[src/rtl/backend_types.sv]
// Shared back-end types: branch tag count, tag index and branch mask typedefs.
package backend_types;

   localparam int unsigned NUM_TAGS  = 4;
   localparam int unsigned TAG_WIDTH = $clog2(NUM_TAGS);

   typedef logic [TAG_WIDTH-1:0] branch_tag_t;
   typedef logic [NUM_TAGS-1:0]  branch_mask_t;

endpackage

[src/rtl/brb_itf.sv]
// Branch resolution broadcast bus: one resolver (resp) drives, many holders (req) listen.
interface brb_itf;

   logic                      broadcast;
   backend_types::branch_tag_t tag;
   logic                      clean;

   modport resp (output broadcast, output tag, output clean);
   modport req  (input  broadcast, input  tag, input  clean);

endinterface

[src/rtl/branch_tag_prio_enc.sv]
// Lowest-index-first priority encoder over the free-tag vector.
module branch_tag_prio_enc #(
   parameter  int unsigned NUM_TAGS  = 4,
   localparam int unsigned TAG_WIDTH = $clog2(NUM_TAGS)
) (
   input  logic [NUM_TAGS-1:0]  free_mask,
   output logic                 found_c,
   output logic [TAG_WIDTH-1:0] idx_c
);

   always_comb begin
      found_c = 1'b0;
      idx_c   = '0;
      for (int i = 0; i < int'(NUM_TAGS); i++) begin
         if (!found_c && free_mask[i]) begin
            found_c = 1'b1;
            idx_c   = TAG_WIDTH'(i);
         end
      end
   end

endmodule

[src/rtl/branch_tag_manager.sv]
// Branch tag allocator with registered clean/kill broadcast and parent-mask tracking.
// Optional BRANCH_TAG_STATS_EN adds 32-bit clean_count / kill_count outputs.
module branch_tag_manager #(
   parameter  int unsigned NUM_TAGS  = backend_types::NUM_TAGS,
   localparam int unsigned TAG_WIDTH = $clog2(NUM_TAGS)
) (
   input  logic                 clk,
   input  logic                 rst,
   input  logic                 alloc_req,
   output logic                 alloc_ready,
   output logic [TAG_WIDTH-1:0] alloc_tag,
   output logic [NUM_TAGS-1:0]  branch_mask,
   input  logic                 resolve_valid,
   input  logic [TAG_WIDTH-1:0] resolve_tag,
   input  logic                 resolve_mispredict,
`ifdef BRANCH_TAG_STATS_EN
   output logic [31:0]          clean_count,
   output logic [31:0]          kill_count,
`endif
   brb_itf.resp                 brif
);

   logic [NUM_TAGS-1:0]  mask_q, mask_d;
   logic [NUM_TAGS-1:0]  parent_q [NUM_TAGS];
   logic [NUM_TAGS-1:0]  parent_d [NUM_TAGS];
   logic                 bc_valid_q, bc_valid_d;
   logic                 bc_clean_q, bc_clean_d;
   logic [TAG_WIDTH-1:0] bc_tag_q, bc_tag_d;

   logic                 clean_active_c, kill_active_c;
   logic [NUM_TAGS-1:0]  bc_onehot_c, release_c, free_mask_c;
   logic                 free_any_c, alloc_fire_c, resolve_ok_c;
   logic [TAG_WIDTH-1:0] free_idx_c;

   assign free_mask_c = ~mask_q;

   branch_tag_prio_enc #(.NUM_TAGS(NUM_TAGS)) u_prio_enc (
      .free_mask (free_mask_c),
      .found_c   (free_any_c),
      .idx_c     (free_idx_c)
   );

   // Tags released at the end of the current broadcast cycle.
   always_comb begin
      clean_active_c = bc_valid_q & bc_clean_q;
      kill_active_c  = bc_valid_q & ~bc_clean_q;
      bc_onehot_c    = '0;
      bc_onehot_c[bc_tag_q] = 1'b1;
      release_c      = '0;
      if (clean_active_c) begin
         release_c = bc_onehot_c;
      end else if (kill_active_c) begin
         release_c = bc_onehot_c;
         for (int j = 0; j < int'(NUM_TAGS); j++) begin
            if (parent_q[j][bc_tag_q]) release_c[j] = 1'b1;
         end
      end
   end

   always_comb begin
      alloc_ready  = free_any_c & ~kill_active_c;
      alloc_tag    = free_idx_c;
      alloc_fire_c = alloc_req & alloc_ready;
      resolve_ok_c = resolve_valid & mask_q[resolve_tag] &
                     ~(kill_active_c & release_c[resolve_tag]);
   end

   // Next state: apply broadcast release first, then the new allocation.
   always_comb begin
      mask_d = mask_q & ~release_c;
      for (int j = 0; j < int'(NUM_TAGS); j++) begin
         parent_d[j] = release_c[j] ? '0 : (parent_q[j] & ~release_c);
      end
      if (alloc_fire_c) begin
         mask_d[free_idx_c]   = 1'b1;
         parent_d[free_idx_c] = mask_q & ~release_c;
      end
      bc_valid_d = resolve_ok_c;
      bc_tag_d   = resolve_ok_c ? resolve_tag         : bc_tag_q;
      bc_clean_d = resolve_ok_c ? ~resolve_mispredict : bc_clean_q;
   end

   always_ff @(posedge clk) begin
      if (rst) begin
         mask_q     <= '0;
         bc_valid_q <= 1'b0;
         bc_clean_q <= 1'b0;
         bc_tag_q   <= '0;
         for (int j = 0; j < int'(NUM_TAGS); j++) parent_q[j] <= '0;
      end else begin
         mask_q     <= mask_d;
         bc_valid_q <= bc_valid_d;
         bc_clean_q <= bc_clean_d;
         bc_tag_q   <= bc_tag_d;
         parent_q   <= parent_d;
      end
   end

   assign branch_mask    = mask_q;
   assign brif.broadcast = bc_valid_q;
   assign brif.tag       = backend_types::branch_tag_t'(bc_tag_q);
   assign brif.clean     = bc_clean_q;

`ifdef BRANCH_TAG_STATS_EN
   logic [31:0] clean_count_q, clean_count_d;
   logic [31:0] kill_count_q, kill_count_d;

   always_comb begin
      clean_count_d = clean_count_q + 32'(clean_active_c);
      kill_count_d  = kill_count_q  + 32'(kill_active_c);
   end

   always_ff @(posedge clk) begin
      if (rst) begin
         clean_count_q <= '0;
         kill_count_q  <= '0;
      end else begin
         clean_count_q <= clean_count_d;
         kill_count_q  <= kill_count_d;
      end
   end

   assign clean_count = clean_count_q;
   assign kill_count  = kill_count_q;
`endif

endmodule

[src/flat_wrapper.sv]
// flat-port wrapper written by rule: the top's interface ports become plain ports
module branch_tag_manager_flat 
#(
   parameter  int unsigned NUM_TAGS  = backend_types::NUM_TAGS,
   localparam int unsigned TAG_WIDTH = $clog2(NUM_TAGS)
)
  (clk, rst, alloc_req, alloc_ready, alloc_tag, branch_mask, resolve_valid, resolve_tag, resolve_mispredict, brif_broadcast, brif_tag, brif_clean);
  brb_itf brif_i ();
  input  logic clk;
  input  logic rst;
  input  logic alloc_req;
  output logic alloc_ready;
  output logic [TAG_WIDTH-1:0] alloc_tag;
  output logic [NUM_TAGS-1:0] branch_mask;
  input  logic resolve_valid;
  input  logic [TAG_WIDTH-1:0] resolve_tag;
  input  logic resolve_mispredict;
  output wire logic [$bits(brif_i.broadcast)-1:0] brif_broadcast;
  output wire logic [$bits(brif_i.tag)-1:0] brif_tag;
  output wire logic [$bits(brif_i.clean)-1:0] brif_clean;
  assign brif_broadcast = brif_i.broadcast;
  assign brif_tag = brif_i.tag;
  assign brif_clean = brif_i.clean;
  branch_tag_manager #(.NUM_TAGS(NUM_TAGS)) u_core (.clk(clk), .rst(rst), .alloc_req(alloc_req), .alloc_ready(alloc_ready), .alloc_tag(alloc_tag), .branch_mask(branch_mask), .resolve_valid(resolve_valid), .resolve_tag(resolve_tag), .resolve_mispredict(resolve_mispredict), .brif(brif_i));
endmodule
[config.mk]
export PLATFORM = sky130hd
export DESIGN_NAME = branch_tag_manager_flat
export DESIGN_NICKNAME = d
export VERILOG_FILES = /design/src/rtl/backend_types.sv /design/src/rtl/brb_itf.sv /design/src/rtl/branch_tag_prio_enc.sv /design/src/rtl/branch_tag_manager.sv /design/src/flat_wrapper.sv
export SDC_FILE = /design/constraint.sdc
export NUM_CORES = 1
export LEC_CHECK = 0
export ABC_CLOCK_PERIOD_IN_PS = 1800
export CAP_MARGIN = 20
export CORE_MARGIN = 10
export CORE_UTILIZATION = 43
export DETAILED_ROUTE_END_ITERATION = 16
export DONT_BUFFER_PORTS = 1
export GPL_TIMING_DRIVEN = 0
export HOLD_SLACK_MARGIN = 0.08
export PLACE_DENSITY = 0.71
export SLEW_MARGIN = 20
export SYNTH_ARGS = -nofsm -noshare
export SYNTH_HDL_FRONTEND = slang
export SYNTH_SLANG_ARGS = --single-unit
[constraint.sdc]
create_clock -name clk -period 1.8 [get_ports clk]
set_clock_uncertainty 0.2 [all_clocks]
set_input_delay 0.36 -clock clk [delete_from_list [all_inputs] [get_ports clk]]
set_output_delay 0.36 -clock clk [all_outputs]
set_load 0.01 [all_outputs]
==> flow_metrics.py, run 1 <==
metrics = {
    "status": {
        "run_status": "finished with violations",
        "violations": "negative setup slack",
    },
    "global_route": {
        "grt_pass1_wl_mm": 5.36,
        "antenna_found_initial": 0,
        "overflow": 0,
        "track_usage_pct": 12.6,
        "grt_pass1_vias": 1157,
        "grt_max_degree": 13,
    },
    "clocking": {
        "cts_tree": "done",
        "clk_pin_slew_worst_paths_ns": 0.12,
        "clk_latency_ns": 0.31,
        "htree_levels": 1,
        "numClockSinks": 20,
        "clockBufferDepth": 2,
        "cts_root_buffer": "clkbuf_4",
        "numCtsBuffers": 3,
    },
    "setup_path": {
        "slowest_delay_ns": 0.39,
        "cp_max_fo": 5,
        "critPathCaptureType": "register",
        "crit_arrival_ns": 2.10,
        "path_cells": "buf_6 -> nor3b_2 -> a2111oi_2 -> a41o_1 -> a2111oi_4 -> buf_4 -> mux2i_1",
        "required_ns": 1.84,
        "critical_path_class": "reg2reg",
        "start_kind": "register",
        "critPathSlowestCell": "dfxtp_4",
    },
    "placement": {
        "dp_slack_ns": -0.475,
        "port_buffers": 0,
        "place_area_mm2": 0.00122,
        "routabilityCongestion": 0.836,
        "dpl.hpwl_mm": 2.25,
    },
    "hold_path": {
        "min_path_type": "in2reg",
    },
    "floorplan": {
        "dieArea_mm2": 0.00522,
        "dieWidth_um": 72.2,
        "pin_count": 18,
        "floorplan.rows": 18,
        "initial_core_util_pct": 46.1,
        "core-area_mm2": 0.00254,
        "die_h_um": 72.2,
    },
    "sta": {
        "hold_viol_final": 0,
        "relSlewSlack_pct": 76.0,
        "max_freq_mhz": 485,
        "min_period_ns": 2.06,
        "rsz0062_at_grt": "yes",
        "post-route-period-util_pct": 115,
        "drv_slew": 0,
        "setup_viol": 10,
        "tightest_slew_ns": 0.360,
        "hold-worst-slack_ns": 0.0859,
        "timing.final.ws_setup_ns": -0.262,
    },
    "finish": {
        "syn_to_final_growth_pct": 26.4,
        "drive_gt1_share_pct": 42.0,
        "final_common_cell": "nand2_1",
        "seq_area_um2": 418,
        "final_cell_mix": "18 x nand2_1, 12 x a21oi_1, 12 x dfxtp_1, 8 x a21oi_2",
        "final_nets": 158,
        "antenna_cells": 0,
        "final_area_mm2": 0.00148,
        "n_fill_cell": 225,
        "finish.utilization_pct": 58.3,
        "multi_input_area_um2": 823,
    },
    "synth": {
        "synth_edf_count": 0,
        "synthCells": 138,
        "synth_nets": 145,
        "ys.warnings.count": 0,
        "synth-seq-cells": 20,
        "yosysSeqAreaShare_pct": 34.1,
        "avgSynthCellArea_um2": 8.50,
        "async_flop_share_pct": 0,
        "synth_cell_type_count": 41,
        "synth_flop_cell": "dfxtp_1",
        "synth_area_mm2": 0.00117,
    },
    "power": {
        "leakage_nw": 0.531,
        "power_density_mw_per_mm2": 657,
        "peakVddDrop_mv": 0.578,
        "p_total_w": 0.000975,
    },
    "drt": {
        "wl_per_cell_um": 18.3,
        "via_per_inst": 6.17,
        "ant_nets": 0,
        "dr.pass1.iters": 4,
        "drtIter0Drc": 47,
        "drt_wl_total_mm": 3.29,
        "drc": 0,
        "vias": 1110,
    },
    "run": {
        "max_cap_violations": 0,
    },
}
==> layout make-up <==
class                      count  share of cell area (%)
multi-input combinational    108                    55.5
sequential                    20                    28.2
timing repair buffer           8                    4.89
buffer                         8                    4.89
tap                           30                    2.53
clock inverter                 1                    2.02
clock buffer                   3                    1.52
inverter                       2                   0.506
==> path summary, 6_finish.rpt <==
| check | from | endpoint | slack, ns | depth (start not counted) |
|---|---|---|---|---|
| worst max-delay path | u_core.brif.tag[1] | u_core.brif.tag[0] | -0.26 | 7 |
| worst min-delay path | resolve_mispredict | u_core.brif.clean | 0.09 | 2 |
| worst max register to register | u_core.brif.tag[1] | u_core.brif.tag[0] | -0.26 | 7 |
| worst min register to register | u_core.parent_q[5] | u_core.parent_q[5] | 0.28 | 2 |
==> through the flow <==
stage                     setup TNS (ns)  instances
after global routing               -1.92        180
after global placement             -1.19        168
after CTS                          -1.09        179
final                              -1.03        180
after detailed placement           -1.41        168
after floorplan                   -0.303        138
==> worst max-delay path, delay by kind of cell, from the launching register on <==
kind | cells | cell delay, ns
muxes | 1 | 0.18
buffers and inverters | 2 | 0.32
DFF | 1 | 0.39
AOI/OAI and AO/OA | 3 | 0.70
and+or+nand+nor | 1 | 0.19
==> cells in the mapped netlist (all sizes together) (2+ instances only) <==
| cell | number | share of area, % |
|---|---|---|
| a2111oi | 3 | 5.5 |
| a21boi | 6 | 4.2 |
| a21oi | 20 | 8.5 |
| and2 | 2 | 1.1 |
| buf | 5 | 3.4 |
| clkbuf | 3 | 0.96 |
| dfxtp | 20 | 34 |
| inv | 2 | 0.64 |
| mux2 | 4 | 4.8 |
| mux2i | 3 | 2.6 |
| nand2 | 23 | 7.6 |
| nand2b | 6 | 4.3 |
| nand3 | 7 | 3.0 |
| nand3b | 2 | 1.3 |
| nor2 | 6 | 1.9 |
| nor2b | 4 | 2.1 |
| nor3b | 3 | 2.3 |
| o21a | 2 | 1.3 |
| o21ai | 4 | 1.7 |
| or3 | 2 | 1.1 |
==> where the power goes <==
group	switching [W]	internal, W	leakage [nW]
combinational	0.0000754	0.0000582	0.337
clock	0.000153	0.000225	0.0279
sequential	0.0000133	0.000451	0.166
==> cells by family after synthesis <==
logic type	Yosys count	synth area share, %
AOI/OAI and AO/OA	40	24.9
buffers and inverters	10	5.01
DFF	20	34.1
muxes	7	7.36
and+or+nand+nor	61	28.6
==> registers in the layout, summed over array words and instances, names as in the netlist <==
register,flops
u_core.branch_mask,4
u_core.brif.tag,2
u_core.brif.clean,1
u_core.parent_q,12
u_core.brif.broadcast,1
==> layer usage <==
metal / vias to the layer above / track usage, % / share of wire (%)
met5: - / 0 / 0
met4: 0 / 3.01 / 2.3
met3: 11 / 5.58 / 8.8
met2: 38 / 20.9 / 46
met1: 543 / 14.4 / 42
li1: 518 / - / -
==> timing repair <==
item                       4_1_cts  5_1_grt
hold endpoints to repair         6        0
setup endpoints to repair       13       23
gates cloned                     1        0
resized for setup               27       25
buffers inserted                 4        1
hold buffers                     2        0
pin swaps                       16        8
(Power assumes the default switching activity.)
==> run 2, diff against run 1 <==
CTS_BUF_LIST = sky130_fd_sc_hd__clkbuf_8 sky130_fd_sc_hd__clkbuf_16   (was not set)
==> run 2 against run 1 <==
First-iteration DRC count is 21% higher. Clock-buffer cell count is the same. The flow still finishes with violations (negative setup slack). Largest cell class unchanged. Sequential share of layout area down 0.47 points. Via count is 2.1% lower. Design area increased by 1.1%. Worst setup slack lost 0.036 ns. Largest power group unchanged. Power is 8.8% higher. Routed wire length increased by 4.7%. Utilization rose by 0.64 points. Hold slack better by 0.042 ns.
==> flow_metrics.py, run 2 (synthesis gave the netlist of run 1 again) <==
metrics = {
    "placement": {
        "dp_slack_ns": -0.475,
        "routabilityCongestion": 0.836,
        "port_buffers": 0,
        "dp_cells": 168,
        "dpl.hpwl_mm": 2.25,
    },
    "global_route": {
        "grt_pass1_wl_mm": 5.40,
        "grt_pass1_vias": 1127,
        "antenna_found_initial": 0,
        "overflow": 0,
        "grt_max_degree": 13,
        "track_usage_pct": 12.8,
    },
    "floorplan": {
        "pin_count": 18,
        "core-area_mm2": 0.00254,
        "dieWidth_um": 72.2,
        "die_h_um": 72.2,
        "dieArea_mm2": 0.00522,
        "floorplan.rows": 18,
        "initial_core_util_pct": 46.1,
    },
    "clocking": {
        "numCtsBuffers": 3,
        "cts_tree": "done",
        "clockBufferDepth": 2,
        "clk_latency_ns": 0.27,
        "clk_pin_slew_worst_paths_ns": 0.08,
        "numClockSinks": 20,
        "htree_levels": 1,
        "cts_root_buffer": "clkbuf_8",
    },
    "drt": {
        "route.met3.wl_um": 325,
        "drtIter0Drc": 57,
        "top_layer": "met4",
        "wl_per_cell_um": 19.3,
        "drt_wl_total_mm": 3.45,
        "routed-wl-met2_mm": 1.65,
        "via_per_inst": 6.07,
        "dr.pass1.iters": 4,
        "drc": 0,
        "vias": 1087,
        "drt-met1-wl_mm": 1.41,
        "ant_nets": 0,
    },
    "sta": {
        "tightest_slew_ns": 0.363,
        "post-route-period-util_pct": 117,
        "relSlewSlack_pct": 75.8,
        "drv_slew": 0,
        "setup_viol": 9,
        "max_freq_mhz": 477,
        "timing.final.ws_setup_ns": -0.298,
        "min_period_ns": 2.10,
        "rsz0062_at_grt": "yes",
        "hold_viol_final": 0,
    },
    "setup_path": {
        "start_kind": "register",
        "cp_max_fo": 5,
        "slowest_delay_ns": 0.38,
        "crit_arrival_ns": 2.08,
        "critPathSlowestCell": "dfxtp_4",
        "critical_path_class": "reg2reg",
        "r2r_start": "u_core.brif.tag[1]",
        "required_ns": 1.79,
        "critPathCaptureType": "register",
        "path_cells": "buf_6 -> mux2_4 -> o2111ai_2 -> a21oi_2 -> a2111oi_4 -> buf_4 -> mux2i_1",
        "crit_start": "u_core.brif.tag[1]",
    },
    "finish": {
        "syn_to_final_growth_pct": 27.8,
        "largest_reg_flops": 12,
        "antenna_cells": 0,
        "largest-register": "u_core.parent_q",
        "final_cells": 179,
        "final_common_cell": "nand2_1",
        "final_cell_mix": "19 x nand2_1, 12 x dfxtp_1, 10 x a21oi_2, 10 x a21oi_1",
        "drive_gt1_share_pct": 43.6,
        "n_fill_cell": 222,
        "final_nets": 157,
    },
    "status": {
        "run_status": "finished with violations",
        "violations": "negative setup slack",
    },
    "power": {
        "power_density_mw_per_mm2": 707,
        "peakVddDrop_mv": 0.632,
        "leakage_nw": 0.536,
    },
    "hold_path": {
        "min_path_type": "in2reg",
        "min_from": "rst",
    },
    "run": {
        "max_cap_violations": 0,
    },
}
run 2: cell types whose count changed in the layout (fill, tap and decap cells not counted), sizes merged:
cell         before  now
dlygate4sd3       2    1
run 2: critical path: cells and delay by family, from the launching register on:
family / cells / cell delay, ns
compound gates: 3 / 0.63
buf+inv: 2 / 0.32
flops: 1 / 0.38
mux: 2 / 0.49
run 2: repair_timing:
item | CTS | global route
resized for setup | 23 | 29
pin swaps | 15 | 11
endpoints found under the setup margin | 10 | 23
cloned | 1 | 0
buffers inserted | 5 | 0
hold buffers | 1 | 0
endpoints found under the hold margin | 4 | 0
run 2: where the power goes:
group          internal [W]  total [W]  leakage (nW)  switching, W
Sequential         0.000451   0.000466         0.166     0.0000141
Combinational     0.0000578   0.000135         0.334     0.0000772
Clock              0.000297   0.000460        0.0357      0.000163
Total              0.000807    0.00106         0.536      0.000255
run 2: through the flow:
step	cell area [um^2]	hold WS [ns]	util [%]	TNS, ns	total power, W
after floorplan	1190	0.229	-	-0.303	0.000552
after global placement	1220	0.233	48.1	-1.19	0.000570
after detailed placement	1220	0.234	48.1	-1.41	0.000572
after CTS	1420	0.127	55.6	-1.01	0.00105
after global routing	1500	0.150	58.9	-2.11	0.00109
final	1500	0.128	58.9	-1.10	0.00106
run 2: final timing paths:
kind	endpoint	slack, ns	cells past startpoint
max	u_core.brif.tag[0]	-0.30	7
min	u_core.brif.clean	0.13	2
max reg2reg	u_core.brif.tag[0]	-0.30	7
min reg2reg	u_core.parent_q[5]	0.27	2
run 2: layout make-up:
class | count | area (um^2) | share of cell area, %
tap | 30 | 37.5 | 2.50
inverter | 2 | 7.51 | 0.500
sequential | 20 | 415 | 27.7
multi-input combinational | 108 | 840 | 56.0
buffer | 8 | 72.6 | 4.84
clock inverter | 1 | 30.0 | 2.00
timing repair buffer | 7 | 56.3 | 3.75
clock buffer | 3 | 41.3 | 2.75
run 2: routing by layer:
layer,up-vias,GRT usage [%]
met2,40,20.7
met4,0,4.09
met3,10,5.99
met5,-,0
met1,525,14.5
li1,512,-
